<file path="config.mk">
export PLATFORM = sky130hd
export DESIGN_NAME = riscv_fetch_stage
export DESIGN_NICKNAME = d
export VERILOG_FILES = /design/src/rtl/riscv_fetch_stage.sv
export SDC_FILE = /design/constraint.sdc
export NUM_CORES = 2
export LEC_CHECK = 0
export BUFFER_PORTS_ARGS = -buffer_cell sky130_fd_sc_hd__buf_4
export CAP_MARGIN = 20
export CORE_ASPECT_RATIO = 2
export CORE_MARGIN = 5
export CORE_UTILIZATION = 55
export CTS_CLUSTER_SIZE = 16
export DETAILED_ROUTE_END_ITERATION = 12
export PLACE_DENSITY_LB_ADDON = 0.12
export SYNTH_ARGS = -nofsm -noshare
export SYNTH_HDL_FRONTEND = slang
export SYNTH_SLANG_ARGS = --single-unit
</file>
<file path="constraint.sdc">
create_clock -name clk -period 3.2 [get_ports clk]
set_input_delay 0.32 -clock clk [delete_from_list [all_inputs] [get_ports clk]]
set_output_delay 0.32 -clock clk [all_outputs]
set_load 0.01 [all_outputs]
</file>
<file path="src/rtl/riscv_fetch_stage.sv">
// Instruction-fetch stage: PC register, word-addressed instruction memory with a
// program-load port, and the IF/ID pipeline register handed to decode.
module riscv_fetch_stage #(
    parameter int                   REG_WIDTH = 32,
    parameter int                   NUM_INST  = 128,
    parameter logic [REG_WIDTH-1:0] RESET_PC  = '0,
    parameter logic [31:0]          NOP_INSTR = 32'h00000013
) (
    input  logic                        clk,
    input  logic                        rst,
    input  logic                        prog_we,
    input  logic [$clog2(NUM_INST)-1:0] prog_addr,
    input  logic [31:0]                 prog_data,
    input  logic                        stall,
    input  logic                        redirect,
    input  logic [REG_WIDTH-1:0]        redirect_pc,
    output logic                        if_id_valid,
    output logic [REG_WIDTH-1:0]        if_id_pc,
    output logic [REG_WIDTH-1:0]        if_id_pc_plus4,
    output logic [31:0]                 if_id_instr
);

    localparam int IDX_W = $clog2(NUM_INST);

    // Declaration-time zero fill so unloaded words never read as X.
    logic [31:0]          mem_r [NUM_INST] = '{default: 32'h00000000};
    logic [REG_WIDTH-1:0] pc_r;

    logic [IDX_W-1:0]     fetch_idx_s;
    logic                 in_range_s;
    logic [31:0]          fetch_instr_s;
    logic [REG_WIDTH-1:0] pc_plus4_s;

    logic [REG_WIDTH-1:0] pc_next_s;
    logic                 valid_next_s;
    logic [REG_WIDTH-1:0] if_pc_next_s;
    logic [REG_WIDTH-1:0] if_pc4_next_s;
    logic [31:0]          instr_next_s;

    assign fetch_idx_s = pc_r[2 +: IDX_W];
    assign in_range_s  = ({2'b00, pc_r[REG_WIDTH-1:2]} < REG_WIDTH'(NUM_INST));
    assign pc_plus4_s  = pc_r + REG_WIDTH'(4);

    // Combinational instruction read from the current PC.
    always_comb begin
        fetch_instr_s = NOP_INSTR;
        if (in_range_s) begin
            fetch_instr_s = mem_r[fetch_idx_s];
        end else begin
            fetch_instr_s = NOP_INSTR;
        end
    end

    // Next PC / IF/ID selection: program load > redirect > stall > sequential fetch.
    always_comb begin
        pc_next_s     = pc_r;
        valid_next_s  = if_id_valid;
        if_pc_next_s  = if_id_pc;
        if_pc4_next_s = if_id_pc_plus4;
        instr_next_s  = if_id_instr;
        if (prog_we) begin
            pc_next_s = pc_r;
        end else if (redirect) begin
            // Squash the wrong-path slot; PC fields deliberately keep their old values.
            pc_next_s    = {redirect_pc[REG_WIDTH-1:2], 2'b00};
            valid_next_s = 1'b0;
            instr_next_s = NOP_INSTR;
        end else if (stall) begin
            pc_next_s = pc_r;
        end else begin
            pc_next_s     = pc_plus4_s;
            valid_next_s  = in_range_s;
            if_pc_next_s  = pc_r;
            if_pc4_next_s = pc_plus4_s;
            instr_next_s  = fetch_instr_s;
        end
    end

    // PC and IF/ID registers with synchronous reset.
    always_ff @(posedge clk) begin
        if (rst) begin
            pc_r           <= RESET_PC;
            if_id_valid    <= 1'b0;
            if_id_pc       <= '0;
            if_id_pc_plus4 <= '0;
            if_id_instr    <= NOP_INSTR;
        end else begin
            pc_r           <= pc_next_s;
            if_id_valid    <= valid_next_s;
            if_id_pc       <= if_pc_next_s;
            if_id_pc_plus4 <= if_pc4_next_s;
            if_id_instr    <= instr_next_s;
        end
    end

    // Program-load write port; contents survive reset but a reset edge blocks the write.
    always_ff @(posedge clk) begin
        if (prog_we && !rst) begin
            mem_r[prog_addr] <= prog_data;
        end
    end

endmodule
</file>
==> impl_metrics.py <==
metrics = {
    "yosys": {
        "yosys_most_used_dff": "sky130_fd_sc_hd__edfxtp_1",
        "post_synth.cell_area_avg_um2": 21.0,
        "synth-edff-count": 4096,
        "netlist_cell_types": 76,
        "total_of_warnings_raised_by_yosys": 0,
        "yosys_register_bits": 4226,
        "asyncSetResetFlopFracSynth_pct": 0,
        "syn_area_um2": 162000,
        "yosysSeqAreaShare_pct": 77.4,
        "post_synth_inst_count": 7714,
    },
    "final_layout": {
        "post_route_cells_drive_above_1_share_pct": 29.6,
        "fin_nets": 8827,
        "area_growth_syn_to_layout_pct": 16.6,
        "sequential_cell_area_um2": 126000,
        "most_frequent_standard_cell_in_the_layout_excluding_fill_and_tap_cells": "sky130_fd_sc_hd__edfxtp_1",
        "most_frequent_cells_in_the_layout": "sky130_fd_sc_hd__edfxtp_1 (4096), sky130_fd_sc_hd__mux4_2 (881), sky130_fd_sc_hd__buf_4 (827)",
        "fillerInstances": 19645,
        "area_taken_by_multi_input_logic_gates_um2": 35000,
    },
    "worst_setup_path": {
        "crit_top_cell": "sky130_fd_sc_hd__buf_12",
        "startpoint_type": "flop",
        "crit_path_max_incr_delay_ps": 520,
        "critical_path.cell_chain": "buf_12 -> buf_12 -> buf_12 -> buf_12 -> mux4_2 -> a221oi_1 -> nand4_1 -> nor4_2 -> a211oi_1",
        "required_ps": 3980,
        "crit_path_end_kind": "flop",
        "cp_num_buf_inv": 4,
        "critical_path.max_fanout": 19,
        "critical_setup_path_kind": "reg -> reg",
        "worstPathArrival_ps": 3950,
        "crit_path_top_delay_cell": "sky130_fd_sc_hd__mux4_2",
        "dominant_delay_contributor_by_cell_family_on_the_critical_path": "buffers and inverters",
    },
    "sta": {
        "worst-slew-pin-transition_ps": 1360,
        "timing.max_slew.rel_slack_pct": 8.80,
        "final_worst_clock_skew_ps": 61.7,
        "timing.setup.tns_ps": 0,
        "fmax_mhz": 315,
        "setup_viol": 0,
        "final_min_period_over_clock_period_pct": 99.2,
        "slew_violations": 0,
        "final.min_clock_period_ps": 3180,
        "unrepaired_setup_endpoints_after_global_routing": "no",
        "finalHoldViolCount": 0,
    },
    "outcome": {
        "run_status": "finished, final reports clean",
    },
    "min_path": {
        "hold_class": "in -> reg",
        "min_from": "prog_data[3]",
    },
    "clock_network": {
        "cts_buf_count": 356,
        "clk_pin_slew_ps": 60,
        "htree_num_levels": 5,
        "max-clock-path-buffers": 4,
        "clk-insertion-delay-late_ps": 930,
        "clock-sinks": 4226,
        "root_buffer": "sky130_fd_sc_hd__clkbuf_16",
        "clock_tree_from_tritoncts": "built",
    },
    "routing": {
        "drt-wirelength-per-cell_um": 39.6,
        "dr.pass1.iters": 8,
        "via_count": 86446,
        "drt_iter0_markers": 10932,
        "detail-route-antenna-nets": 0,
        "ratio_of_routed_vias_to_standard_cells": 6.71,
        "route.final.wire_length_um": 510000,
        "drc_errors": 0,
    },
    "floorplanning": {
        "die_w_um": 394,
        "core_ar_um2": 294000,
        "die_y_um": 778,
        "floorplan.initialDensity_pct": 55.2,
        "fp.dieArea_um2": 307000,
        "top_level_ports": 173,
        "rows": 282,
    },
    "job": {
        "cap_viol_max_count": 0,
    },
    "power": {
        "static-leakage-power_nw": 59.1,
        "design_power_total_mw": 113,
        "power_per_cell_area_nw_per_um2": 597,
        "irDropWorstVdd_uv": 466,
    },
    "placed_design": {
        "portBuffers": 166,
        "place_congestion": 0.978,
        "place_hpwl_um": 326000,
    },
    "grt": {
        "first_global_vias": 87499,
        "grt_first_pass_wirelength_um": 701000,
        "grt_util_all_layers_pct": 33.2,
        "grt_antenna_before_repair": 31,
        "globalRouteOverflowTotal": 0,
        "grt_start_max_net_pins": 129,
    },
}
Yosys cell counts, types with 9 or more instances:
library cell,instances,area (um2)
sky130_fd_sc_hd__buf_6,51,574
sky130_fd_sc_hd__a311oi_1,14,123
sky130_fd_sc_hd__a22oi_1,213,1600
sky130_fd_sc_hd__and3_1,22,138
sky130_fd_sc_hd__a21oi_1,183,916
sky130_fd_sc_hd__nand3_1,54,270
sky130_fd_sc_hd__nor4_1,26,163
sky130_fd_sc_hd__o21ai_1,14,70.1
sky130_fd_sc_hd__buf_1,24,90.1
sky130_fd_sc_hd__a211oi_1,73,548
sky130_fd_sc_hd__buf_4,55,413
sky130_fd_sc_hd__nor2_1,237,890
sky130_fd_sc_hd__edfxtp_1,4096,123000
sky130_fd_sc_hd__xnor2_1,14,123
sky130_fd_sc_hd__a31oi_1,15,93.8
sky130_fd_sc_hd__a221oi_1,138,1210
sky130_fd_sc_hd__nand4b_1,9,78.8
sky130_fd_sc_hd__o22ai_1,38,238
sky130_fd_sc_hd__o31ai_1,23,173
sky130_fd_sc_hd__dfxtp_1,130,2600
sky130_fd_sc_hd__mux2i_1,313,3130
sky130_fd_sc_hd__buf_2,130,651
sky130_fd_sc_hd__o21ai_0,94,470
sky130_fd_sc_hd__nor2b_1,37,231
sky130_fd_sc_hd__and2_1,10,62.6
sky130_fd_sc_hd__xor2_1,13,114
sky130_fd_sc_hd__buf_12,9,180
sky130_fd_sc_hd__a221o_1,14,140
sky130_fd_sc_hd__nand2_1,326,1220
sky130_fd_sc_hd__nand2b_1,11,68.8
sky130_fd_sc_hd__nor3_1,16,80.1
sky130_fd_sc_hd__clkbuf_1,193,724
sky130_fd_sc_hd__o221ai_1,21,184
sky130_fd_sc_hd__a22o_1,57,499
sky130_fd_sc_hd__o211ai_1,11,82.6
sky130_fd_sc_hd__mux4_2,881,19800
sky130_fd_sc_hd__nand4_1,41,257
sky130_fd_sc_hd__buf_8,16,240
repair_timing:
action                                  4_1_cts  5_1_grt
endpoints found under the setup margin       20       16
resized for setup                            19       22
cloned                                        2        0
pin swaps                                     1        1
endpoints found under the hold margin       665       32
hold buffers                                 54        1
buffers inserted                              7        1
state kept, by name (all words and copies together) (netlist names), named ones only:
signal,cells
if_id_instr,32
if_id_pc,30
if_id_pc_plus4,30
if_id_valid,1
mem_r,4096
pc_r,30
through the flow:
step,instance area (um2),utilization [%],worst slack (ps),hold slack (ps),std cells
after floorplan,162000,-,-11.7,419,7717
after global placement,177000,60.1,-902,446,12154
after detailed placement,177000,60.1,-597,447,12159
after CTS,189000,64.3,10.3,3.89,12860
after global routing,189000,64.3,2.72,55.5,12865
final,189000,64.3,24.5,49.6,12878
cell families after synthesis:
group,after synthesis,share of synthesized area [%]
adders and majority gates,1,0.00771
AOI/OAI and AO/OA,953,4.17
and+or+nand+nor,819,2.29
other,1,0.00231
muxes,1201,14.2
DFF,4226,77.4
xor gates and xnor gates,27,0.146
buffers and inverters,486,1.79
path summary, 6_finish.rpt:
check               endpoint  slack [ps]  depth (start not counted)
max reg2reg  if_id_instr[18]          20                          9
min reg2reg     if_id_pc[18]         460                          2
min              mem_r[0][3]          50                          2
max          if_id_instr[18]          20                          9
where the power goes:
group	internal [mW]	leakage [nW]	switching [mW]
logic	3.12	15.6	4.88
clock network	24.4	5.60	19.7
registers	60.8	37.9	0.125
worst register-to-register path: stages (launching register included):
cell and delay, ps:
sky130_fd_sc_hd__dfxtp_4 380, sky130_fd_sc_hd__buf_12 140, sky130_fd_sc_hd__buf_12 200, sky130_fd_sc_hd__buf_12 280
sky130_fd_sc_hd__buf_12 290, sky130_fd_sc_hd__mux4_2 530, sky130_fd_sc_hd__a221oi_1 370, sky130_fd_sc_hd__nand4_1 280
sky130_fd_sc_hd__nor4_2 490, sky130_fd_sc_hd__a211oi_1 90
metal layers:
layer  vias up  global-route usage (%)  share of wire (%)
met5         -                       0              0.021
met4        18                    23.2                9.0
met3      1328                    5.54                8.1
met2      4676                    56.4                 50
met1     45952                    39.0                 33
li1      34472                       -                  -
final cells by class:
type | count | share of cell area (%)
Clock buffer | 440 | 4.96
Tap cell | 3834 | 2.53
Antenna cell | 14 | 0.0185
Multi-Input combinational cell | 3005 | 18.5
Inverter | 7 | 0.0152
Sequential cell | 4226 | 66.4
Timing Repair Buffer | 1154 | 6.47
Clock inverter | 198 | 1.11
No activity file was read; power rests on OpenSTA's default activity.
